<file path="src/rtl/cluster_periph_initiator_if.sv">
// Bundle of the command, peripheral-bus and response signals of cluster_periph_initiator.
// The master view belongs to the initiator, which masters the bus. The slave view is the environment: the command source plus the peripheral.
interface cluster_periph_initiator_if #(
  parameter int ID_WIDTH = 5
);
  logic                cmd_valid;
  logic                cmd_ready;
  logic [31:0]         cmd_addr;
  logic                cmd_wen;
  logic [31:0]         cmd_wdata;
  logic [3:0]          cmd_be;

  logic                bus_req;
  logic [31:0]         bus_add;
  logic                bus_wen;
  logic [31:0]         bus_wdata;
  logic [3:0]          bus_be;
  logic [ID_WIDTH-1:0] bus_id;
  logic                bus_gnt;
  logic                bus_r_valid;
  logic                bus_r_opc;
  logic [ID_WIDTH-1:0] bus_r_id;
  logic [31:0]         bus_r_rdata;

  logic                rsp_valid;
  logic                rsp_ready;
  logic [31:0]         rsp_rdata;
  logic                rsp_err;
  logic                busy;

  modport master (
    input  cmd_valid, cmd_addr, cmd_wen, cmd_wdata, cmd_be,
    input  bus_gnt, bus_r_valid, bus_r_opc, bus_r_id, bus_r_rdata,
    input  rsp_ready,
    output cmd_ready,
    output bus_req, bus_add, bus_wen, bus_wdata, bus_be, bus_id,
    output rsp_valid, rsp_rdata, rsp_err, busy
  );

  modport slave (
    output cmd_valid, cmd_addr, cmd_wen, cmd_wdata, cmd_be,
    output bus_gnt, bus_r_valid, bus_r_opc, bus_r_id, bus_r_rdata,
    output rsp_ready,
    input  cmd_ready,
    input  bus_req, bus_add, bus_wen, bus_wdata, bus_be, bus_id,
    input  rsp_valid, rsp_rdata, rsp_err, busy
  );
endinterface

</file>
<file path="src/rtl/cluster_periph_initiator.sv">
// Single-outstanding XBAR_PERIPH_BUS initiator: it takes one command, requests the bus until granted, and returns the tagged response.
// Defining PERIPH_INIT_TIMEOUT_EN adds a response timeout of TIMEOUT_CYCLES cycles in WAIT_RSP.
module cluster_periph_initiator #(
  parameter int ID_WIDTH       = 5,
  parameter int MY_ID          = 0,
  parameter int TIMEOUT_CYCLES = 256
) (
  input  logic                          clk_i,
  input  logic                          rst_ni,
  cluster_periph_initiator_if.master    pif
);

  typedef enum logic [1:0] {IDLE, REQ, WAIT_RSP, RSP} state_t;

  localparam logic [ID_WIDTH-1:0] MY_ID_W = ID_WIDTH'(MY_ID);

  state_t      state_q, state_d;
  logic [31:0] add_q, wdata_q, rdata_q;
  logic [3:0]  be_q;
  logic        wen_q, err_q;
  logic        rsp_match;
  logic        timeout_hit;

  // Only a tagged response seen while waiting counts. The qualification by state happens where the match is used.
  assign rsp_match = pif.bus_r_valid && (pif.bus_r_id == MY_ID_W);

`ifdef PERIPH_INIT_TIMEOUT_EN
  localparam logic [15:0] TIMEOUT_LAST = 16'(TIMEOUT_CYCLES - 1);

  logic [15:0] cnt_q;

  // The counter holds zero outside WAIT_RSP, so it starts cleared on every entry.
  always_ff @(posedge clk_i) begin
    if (!rst_ni) begin
      cnt_q <= '0;
    end else if (state_q != WAIT_RSP) begin
      cnt_q <= '0;
    end else begin
      cnt_q <= cnt_q + 16'd1;
    end
  end

  assign timeout_hit = (state_q == WAIT_RSP) && (cnt_q == TIMEOUT_LAST);
`else
  assign timeout_hit = 1'b0;
`endif

  // NOTE: every signal driven in always_comb gets a default first, so no path can infer a latch.
  always_comb begin
    state_d = state_q;
    unique case (state_q)
      IDLE:     if (pif.cmd_valid)              state_d = REQ;
      REQ:      if (pif.bus_gnt)                state_d = WAIT_RSP;
      WAIT_RSP: if (rsp_match || timeout_hit)   state_d = RSP;
      RSP:      if (pif.rsp_ready)              state_d = IDLE;
      default:                                  state_d = IDLE;
    endcase
  end

  // NOTE: sequential state uses non-blocking assignments only, so every register samples values from before the edge.
  always_ff @(posedge clk_i) begin
    if (!rst_ni) begin
      state_q <= IDLE;
      add_q   <= '0;
      wen_q   <= 1'b1;
      wdata_q <= '0;
      be_q    <= '0;
      rdata_q <= '0;
      err_q   <= 1'b0;
    end else begin
      state_q <= state_d;
      if (state_q == IDLE && pif.cmd_valid) begin
        add_q   <= pif.cmd_addr;
        wen_q   <= pif.cmd_wen;
        wdata_q <= pif.cmd_wdata;
        be_q    <= pif.cmd_be;
      end
      // A matching response in the expiry cycle takes priority over the timeout.
      if (state_q == WAIT_RSP) begin
        if (rsp_match) begin
          rdata_q <= pif.bus_r_rdata;
          err_q   <= pif.bus_r_opc;
        end else if (timeout_hit) begin
          rdata_q <= '0;
          err_q   <= 1'b1;
        end
      end
    end
  end

  assign pif.cmd_ready = (state_q == IDLE);
  assign pif.bus_req   = (state_q == REQ);
  assign pif.bus_add   = add_q;
  assign pif.bus_wen   = wen_q;
  assign pif.bus_wdata = wdata_q;
  assign pif.bus_be    = be_q;
  assign pif.bus_id    = MY_ID_W;
  assign pif.rsp_valid = (state_q == RSP);
  assign pif.rsp_rdata = rdata_q;
  assign pif.rsp_err   = err_q;
  assign pif.busy      = (state_q != IDLE);

endmodule
</file>
<file path="src/flat_wrapper.sv">
// flat-port wrapper written by rule: the top's interface ports become plain ports
module cluster_periph_initiator_flat 
#(
  parameter int ID_WIDTH       = 5,
  parameter int MY_ID          = 0,
  parameter int TIMEOUT_CYCLES = 256
)
  (clk_i, rst_ni, pif_cmd_valid, pif_cmd_addr, pif_cmd_wen, pif_cmd_wdata, pif_cmd_be, pif_bus_gnt, pif_bus_r_valid, pif_bus_r_opc, pif_bus_r_id, pif_bus_r_rdata, pif_rsp_ready, pif_cmd_ready, pif_bus_req, pif_bus_add, pif_bus_wen, pif_bus_wdata, pif_bus_be, pif_bus_id, pif_rsp_valid, pif_rsp_rdata, pif_rsp_err, pif_busy);
  cluster_periph_initiator_if #(.ID_WIDTH(ID_WIDTH)) pif_i ();
  input  logic clk_i;
  input  logic rst_ni;
  input wire logic [$bits(pif_i.cmd_valid)-1:0] pif_cmd_valid;
  input wire logic [$bits(pif_i.cmd_addr)-1:0] pif_cmd_addr;
  input wire logic [$bits(pif_i.cmd_wen)-1:0] pif_cmd_wen;
  input wire logic [$bits(pif_i.cmd_wdata)-1:0] pif_cmd_wdata;
  input wire logic [$bits(pif_i.cmd_be)-1:0] pif_cmd_be;
  input wire logic [$bits(pif_i.bus_gnt)-1:0] pif_bus_gnt;
  input wire logic [$bits(pif_i.bus_r_valid)-1:0] pif_bus_r_valid;
  input wire logic [$bits(pif_i.bus_r_opc)-1:0] pif_bus_r_opc;
  input wire logic [$bits(pif_i.bus_r_id)-1:0] pif_bus_r_id;
  input wire logic [$bits(pif_i.bus_r_rdata)-1:0] pif_bus_r_rdata;
  input wire logic [$bits(pif_i.rsp_ready)-1:0] pif_rsp_ready;
  output wire logic [$bits(pif_i.cmd_ready)-1:0] pif_cmd_ready;
  output wire logic [$bits(pif_i.bus_req)-1:0] pif_bus_req;
  output wire logic [$bits(pif_i.bus_add)-1:0] pif_bus_add;
  output wire logic [$bits(pif_i.bus_wen)-1:0] pif_bus_wen;
  output wire logic [$bits(pif_i.bus_wdata)-1:0] pif_bus_wdata;
  output wire logic [$bits(pif_i.bus_be)-1:0] pif_bus_be;
  output wire logic [$bits(pif_i.bus_id)-1:0] pif_bus_id;
  output wire logic [$bits(pif_i.rsp_valid)-1:0] pif_rsp_valid;
  output wire logic [$bits(pif_i.rsp_rdata)-1:0] pif_rsp_rdata;
  output wire logic [$bits(pif_i.rsp_err)-1:0] pif_rsp_err;
  output wire logic [$bits(pif_i.busy)-1:0] pif_busy;
  assign pif_i.cmd_valid = pif_cmd_valid;
  assign pif_i.cmd_addr = pif_cmd_addr;
  assign pif_i.cmd_wen = pif_cmd_wen;
  assign pif_i.cmd_wdata = pif_cmd_wdata;
  assign pif_i.cmd_be = pif_cmd_be;
  assign pif_i.bus_gnt = pif_bus_gnt;
  assign pif_i.bus_r_valid = pif_bus_r_valid;
  assign pif_i.bus_r_opc = pif_bus_r_opc;
  assign pif_i.bus_r_id = pif_bus_r_id;
  assign pif_i.bus_r_rdata = pif_bus_r_rdata;
  assign pif_i.rsp_ready = pif_rsp_ready;
  assign pif_cmd_ready = pif_i.cmd_ready;
  assign pif_bus_req = pif_i.bus_req;
  assign pif_bus_add = pif_i.bus_add;
  assign pif_bus_wen = pif_i.bus_wen;
  assign pif_bus_wdata = pif_i.bus_wdata;
  assign pif_bus_be = pif_i.bus_be;
  assign pif_bus_id = pif_i.bus_id;
  assign pif_rsp_valid = pif_i.rsp_valid;
  assign pif_rsp_rdata = pif_i.rsp_rdata;
  assign pif_rsp_err = pif_i.rsp_err;
  assign pif_busy = pif_i.busy;
  cluster_periph_initiator #(.ID_WIDTH(ID_WIDTH), .MY_ID(MY_ID), .TIMEOUT_CYCLES(TIMEOUT_CYCLES)) u_core (.clk_i(clk_i), .rst_ni(rst_ni), .pif(pif_i));
endmodule
</file>
<file path="config.mk">
export PLATFORM = sky130hd
export DESIGN_NAME = cluster_periph_initiator_flat
export DESIGN_NICKNAME = d
export VERILOG_FILES = /design/src/rtl/cluster_periph_initiator_if.sv /design/src/rtl/cluster_periph_initiator.sv /design/src/flat_wrapper.sv
export SDC_FILE = /design/constraint.sdc
export NUM_CORES = 1
export LEC_CHECK = 0
export BUFFER_PORTS_ARGS = -buffer_cell sky130_fd_sc_hd__buf_4
export CORE_MARGIN = 2
export CORE_UTILIZATION = 46
export CTS_BUF_LIST = sky130_fd_sc_hd__clkbuf_4
export DETAILED_ROUTE_END_ITERATION = 16
export HOLD_SLACK_MARGIN = 0.06
export PLACE_DENSITY = 0.91
export SLEW_MARGIN = 20
export SYNTH_ARGS = -nofsm -noshare
export SYNTH_HDL_FRONTEND = slang
export SYNTH_SLANG_ARGS = --single-unit
</file>
<file path="constraint.sdc">
create_clock -name clk_i -period 1.65 [get_ports clk_i]
set_input_delay 0.33 -clock clk_i [delete_from_list [all_inputs] [get_ports clk_i]]
set_output_delay 0.33 -clock clk_i [all_outputs]
set_load 0.01 [all_outputs]
</file>
==> results.md <==
* Run status: finished clean
* Routed wire length per instance at 14.0 um
* Register bit total from synthesis at 104
* Cell count after placement at 773
* Initial Utilization at 0.476
* Critical Path Fanout Max at 4
* Top cell type by total area after synthesis: dfxtp_1
* Slew Limit Fails at 0
* Critical path type: flip-flop to primary output
* CTS H-Tree Depth at 3
* Maximum clock rate at 631 MHz
* Power per cell area at 1060 mW/mm2
* Tcrit/Tclk final at 0.960
* Max cap viols at 0
* Clock transition at the registers of the reported paths at 0.16 ns
* Post-Synth XOR/XNOR Area at 0
* Sequential share of the synthesized area at 0.502
* Detail Route Antenna Nets at 0
* Setup Total Neg Slack at 0 ns
* Die Area at 0.00980 mm2
* Drt total wl at 11000 um
* Ant. Diodes at 0
* VDD IR-drop max at 790 uV
* Clock power frac at 0.164
* Final non-filler cell area at 0.00597 mm2
* Gr usage total at 0.216
* DR vias at 3824
* Average size of a mapped cell at 8.77 um2
* Hold Vio Cnt, Final at 0
* Cell Rows at 34
* Vias in the first global route at 3803
* # fillers at 696
* RSZ-0062 raised after global routing: false
* Sw frac at 0.336
* Synthesis Warnings at 0
* CP Launch Point: u_core.state_q[1]
* Reg2Reg Depth at 6
* Internal power at 4.22 mW
* Clock root buffer: clkbuf_4
* Adder-cell share of the synthesized area at 0.0151
* I/O pin count at 224
* Chip Width at 99.0 um
* Die height at 99.0 um
* Worst r2r src: u_core.state_q[1]
* CP Capture Point: pif_busy
* Static leakage at 2.60 nW
* Top area cells in the synthesized netlist: dfxtp_1 50%, nand2_1 19%, a21boi_0 13%, a21boi_2 8.1%, ha_1 1.5%
* Fin nets at 797
* Synth unique cells at 24
* Share of the synthesized area in the top cell type at 0.502
* Synth Area in Compound Gates at 0.217
* Mapped Area at 0.00415 mm2
* TritonCTS clock tree: yes
* Mux cell area share after synthesis at 0.00241
* Cells after Synth at 473
* CTS max path bufs at 2
* DP Area at 0.00581 mm2
* Finished Layout Cells at 790
* CTS Hold Bufs at 0
* Worst min path class: input pin to flip-flop
* Clock sinks at 104
* Largest net degree at the start of global routing at 53
* DR pass1 iterations at 4
* Post-Synth Simple-Gate Area at 0.202
* CP startpoint kind: flip-flop
* Grt ovf at 0
* Setup-failing EPs final at 0
* Sequential share of power at 0.475
* Port bufs at 218
* Crit end category: primary output
* Post-route minimum period at 1.58 ns
* Final GP Congestion at 0.806
* R2r endpoint: u_core.pif.rsp_rdata[31]
* DRT iter0 DRCs at 85
* Required @ worst endpoint at 1.32 ns
* Worst setup margin at 0.0654 ns
* Hold slack at 0.129 ns
* Area grow syn2layout at 43.9%
* Total Power at 6.35 mW
* Largest family of logic cells by synthesized area: compound AO/OA/AOI/OAI gates
* Switching Power at 2.14 mW
* Vias per cell at 4.84
* Num CTS Buffers at 9
* Clock Skew at 0.0212 ns
* Finished Core Util at 0.685
* Place WS at 0.141 ns
* First-pass GRT wire length at 17100 um
* DP HPWL at 8290 um
* Initial antenna violation count at 0
* Reg2reg setup slack at 0.15 ns
* Residual DRC count at 0
* Comb power frac at 0.361
* Share of cells above drive strength 1 at 0.412
* Clk_lat worst skew at 0.42 ns
* Core Area at 0.00872 mm2
* CP Data Arrival Time at 1.25 ns
power by group through the flow:
stage          combinational [mW]  sequential [mW]  clock (mW)
2_1_floorplan               0.955             3.20           0
3_3_place_gp                 2.08             3.05           0
3_5_place_dp                 2.16             3.08           0
4_1_cts                      2.21             3.02        1.09
5_1_grt                      2.51             3.06        1.20
6_report                     2.29             3.02        1.04
routing by layer:
layer / vias to the layer above / part of all wire / GRT usage
met5: - / 0 / 0
met4: 0 / 0.027 / 0.0748
met3: 30 / 0.072 / 0.0589
met2: 150 / 0.52 / 0.403
met1: 1736 / 0.38 / 0.234
li1: 1908 / - / -
timing repair:
item,CTS,global route
setup buffers,1,2
gates resized for setup,5,5
endpoints found under the hold margin,0,0
endpoints found under the setup margin,3,3
cell type report:
type                            instances  area (um2)  share of cell area
Inverter                                4        15.0             0.00251
Clock inverter                          5        26.3             0.00440
Clock buffer                            9        67.6              0.0113
Tap cell                              108         135              0.0226
Sequential cell                       104        2080               0.349
Multi-Input combinational cell        331        1870               0.314
Timing Repair Buffer                  229        1770               0.296
how the worst min path moves through the flow:
stage	startpoint	endpoint	slack, ns	cells after the start
2_1_floorplan	pif_cmd_wen	u_core.pif.bus_wen	0.45	2
3_3_place_gp	u_core.pif.rsp_rdata[0]	u_core.pif.rsp_rdata[0]	0.45	2
3_5_place_dp	u_core.pif.bus_add[8]	u_core.pif.bus_add[8]	0.46	2
4_1_cts	pif_cmd_wen	u_core.pif.bus_wen	0.10	3
5_1_grt	pif_cmd_wen	u_core.pif.bus_wen	0.09	3
6_report	pif_cmd_wen	u_core.pif.bus_wen	0.13	3
cell usage in the layout (no fill, tap or decap), types with 2 or more instances in the layout:
master      netlist  final
ha_4              0      3
nand3_1           2      2
clkbuf_4          0      9
inv_1             4      2
buf_12            3      4
clkinvlp_4        0      2
dfxtp_2           0      2
dfxtp_1         104    102
inv_2             0      2
conb_1            1      5
clkinv_1          0      3
a21boi_2         30     30
ha_1              5      2
a21boi_0         71     71
nand2_1         208    207
buf_4             6    225
state kept, by name, summed over array words and instances, names as in the netlist:
name / cells
u_core.pif.bus_add: 32
u_core.pif.bus_wdata: 32
u_core.pif.rsp_rdata: 32
u_core.pif.bus_be: 4
u_core.state_q: 2
u_core.pif.bus_wen: 1
u_core.pif.rsp_err: 1
cells in the mapped netlist:
| cell | number |
|---|---|
| ha_1 | 5 |
| nand2b_1 | 1 |
| buf_1 | 2 |
| o21a_1 | 1 |
| buf_6 | 1 |
| inv_1 | 4 |
| and2b_2 | 1 |
| dfxtp_1 | 104 |
| o221ai_1 | 1 |
| a21boi_2 | 30 |
| clkbuf_1 | 15 |
| nand2_1 | 208 |
| buf_12 | 3 |
| and3_1 | 1 |
| buf_2 | 11 |
| a21oi_1 | 1 |
| o31a_1 | 1 |
| and2_1 | 1 |
| mux2i_1 | 1 |
| nand3_1 | 2 |
| nor4_4 | 1 |
| a21boi_0 | 71 |
| buf_4 | 6 |
| conb_1 | 1 |
cell families after synthesis:
family / after synthesis
buffers and inverters: 42
other: 1
adder cells (fa/ha/maj): 5
multiplexers: 1
AND/OR/NAND/NOR: 215
AO/OA/AOI/OAI: 105
flip-flops: 104
critical path, stage by stage (launching register included):
cell     delay [ns]
dfxtp_2        0.36
inv_2          0.10
ha_4           0.16
inv_1          0.06
buf_4          0.14
Power figures use the tool's default switching activity.
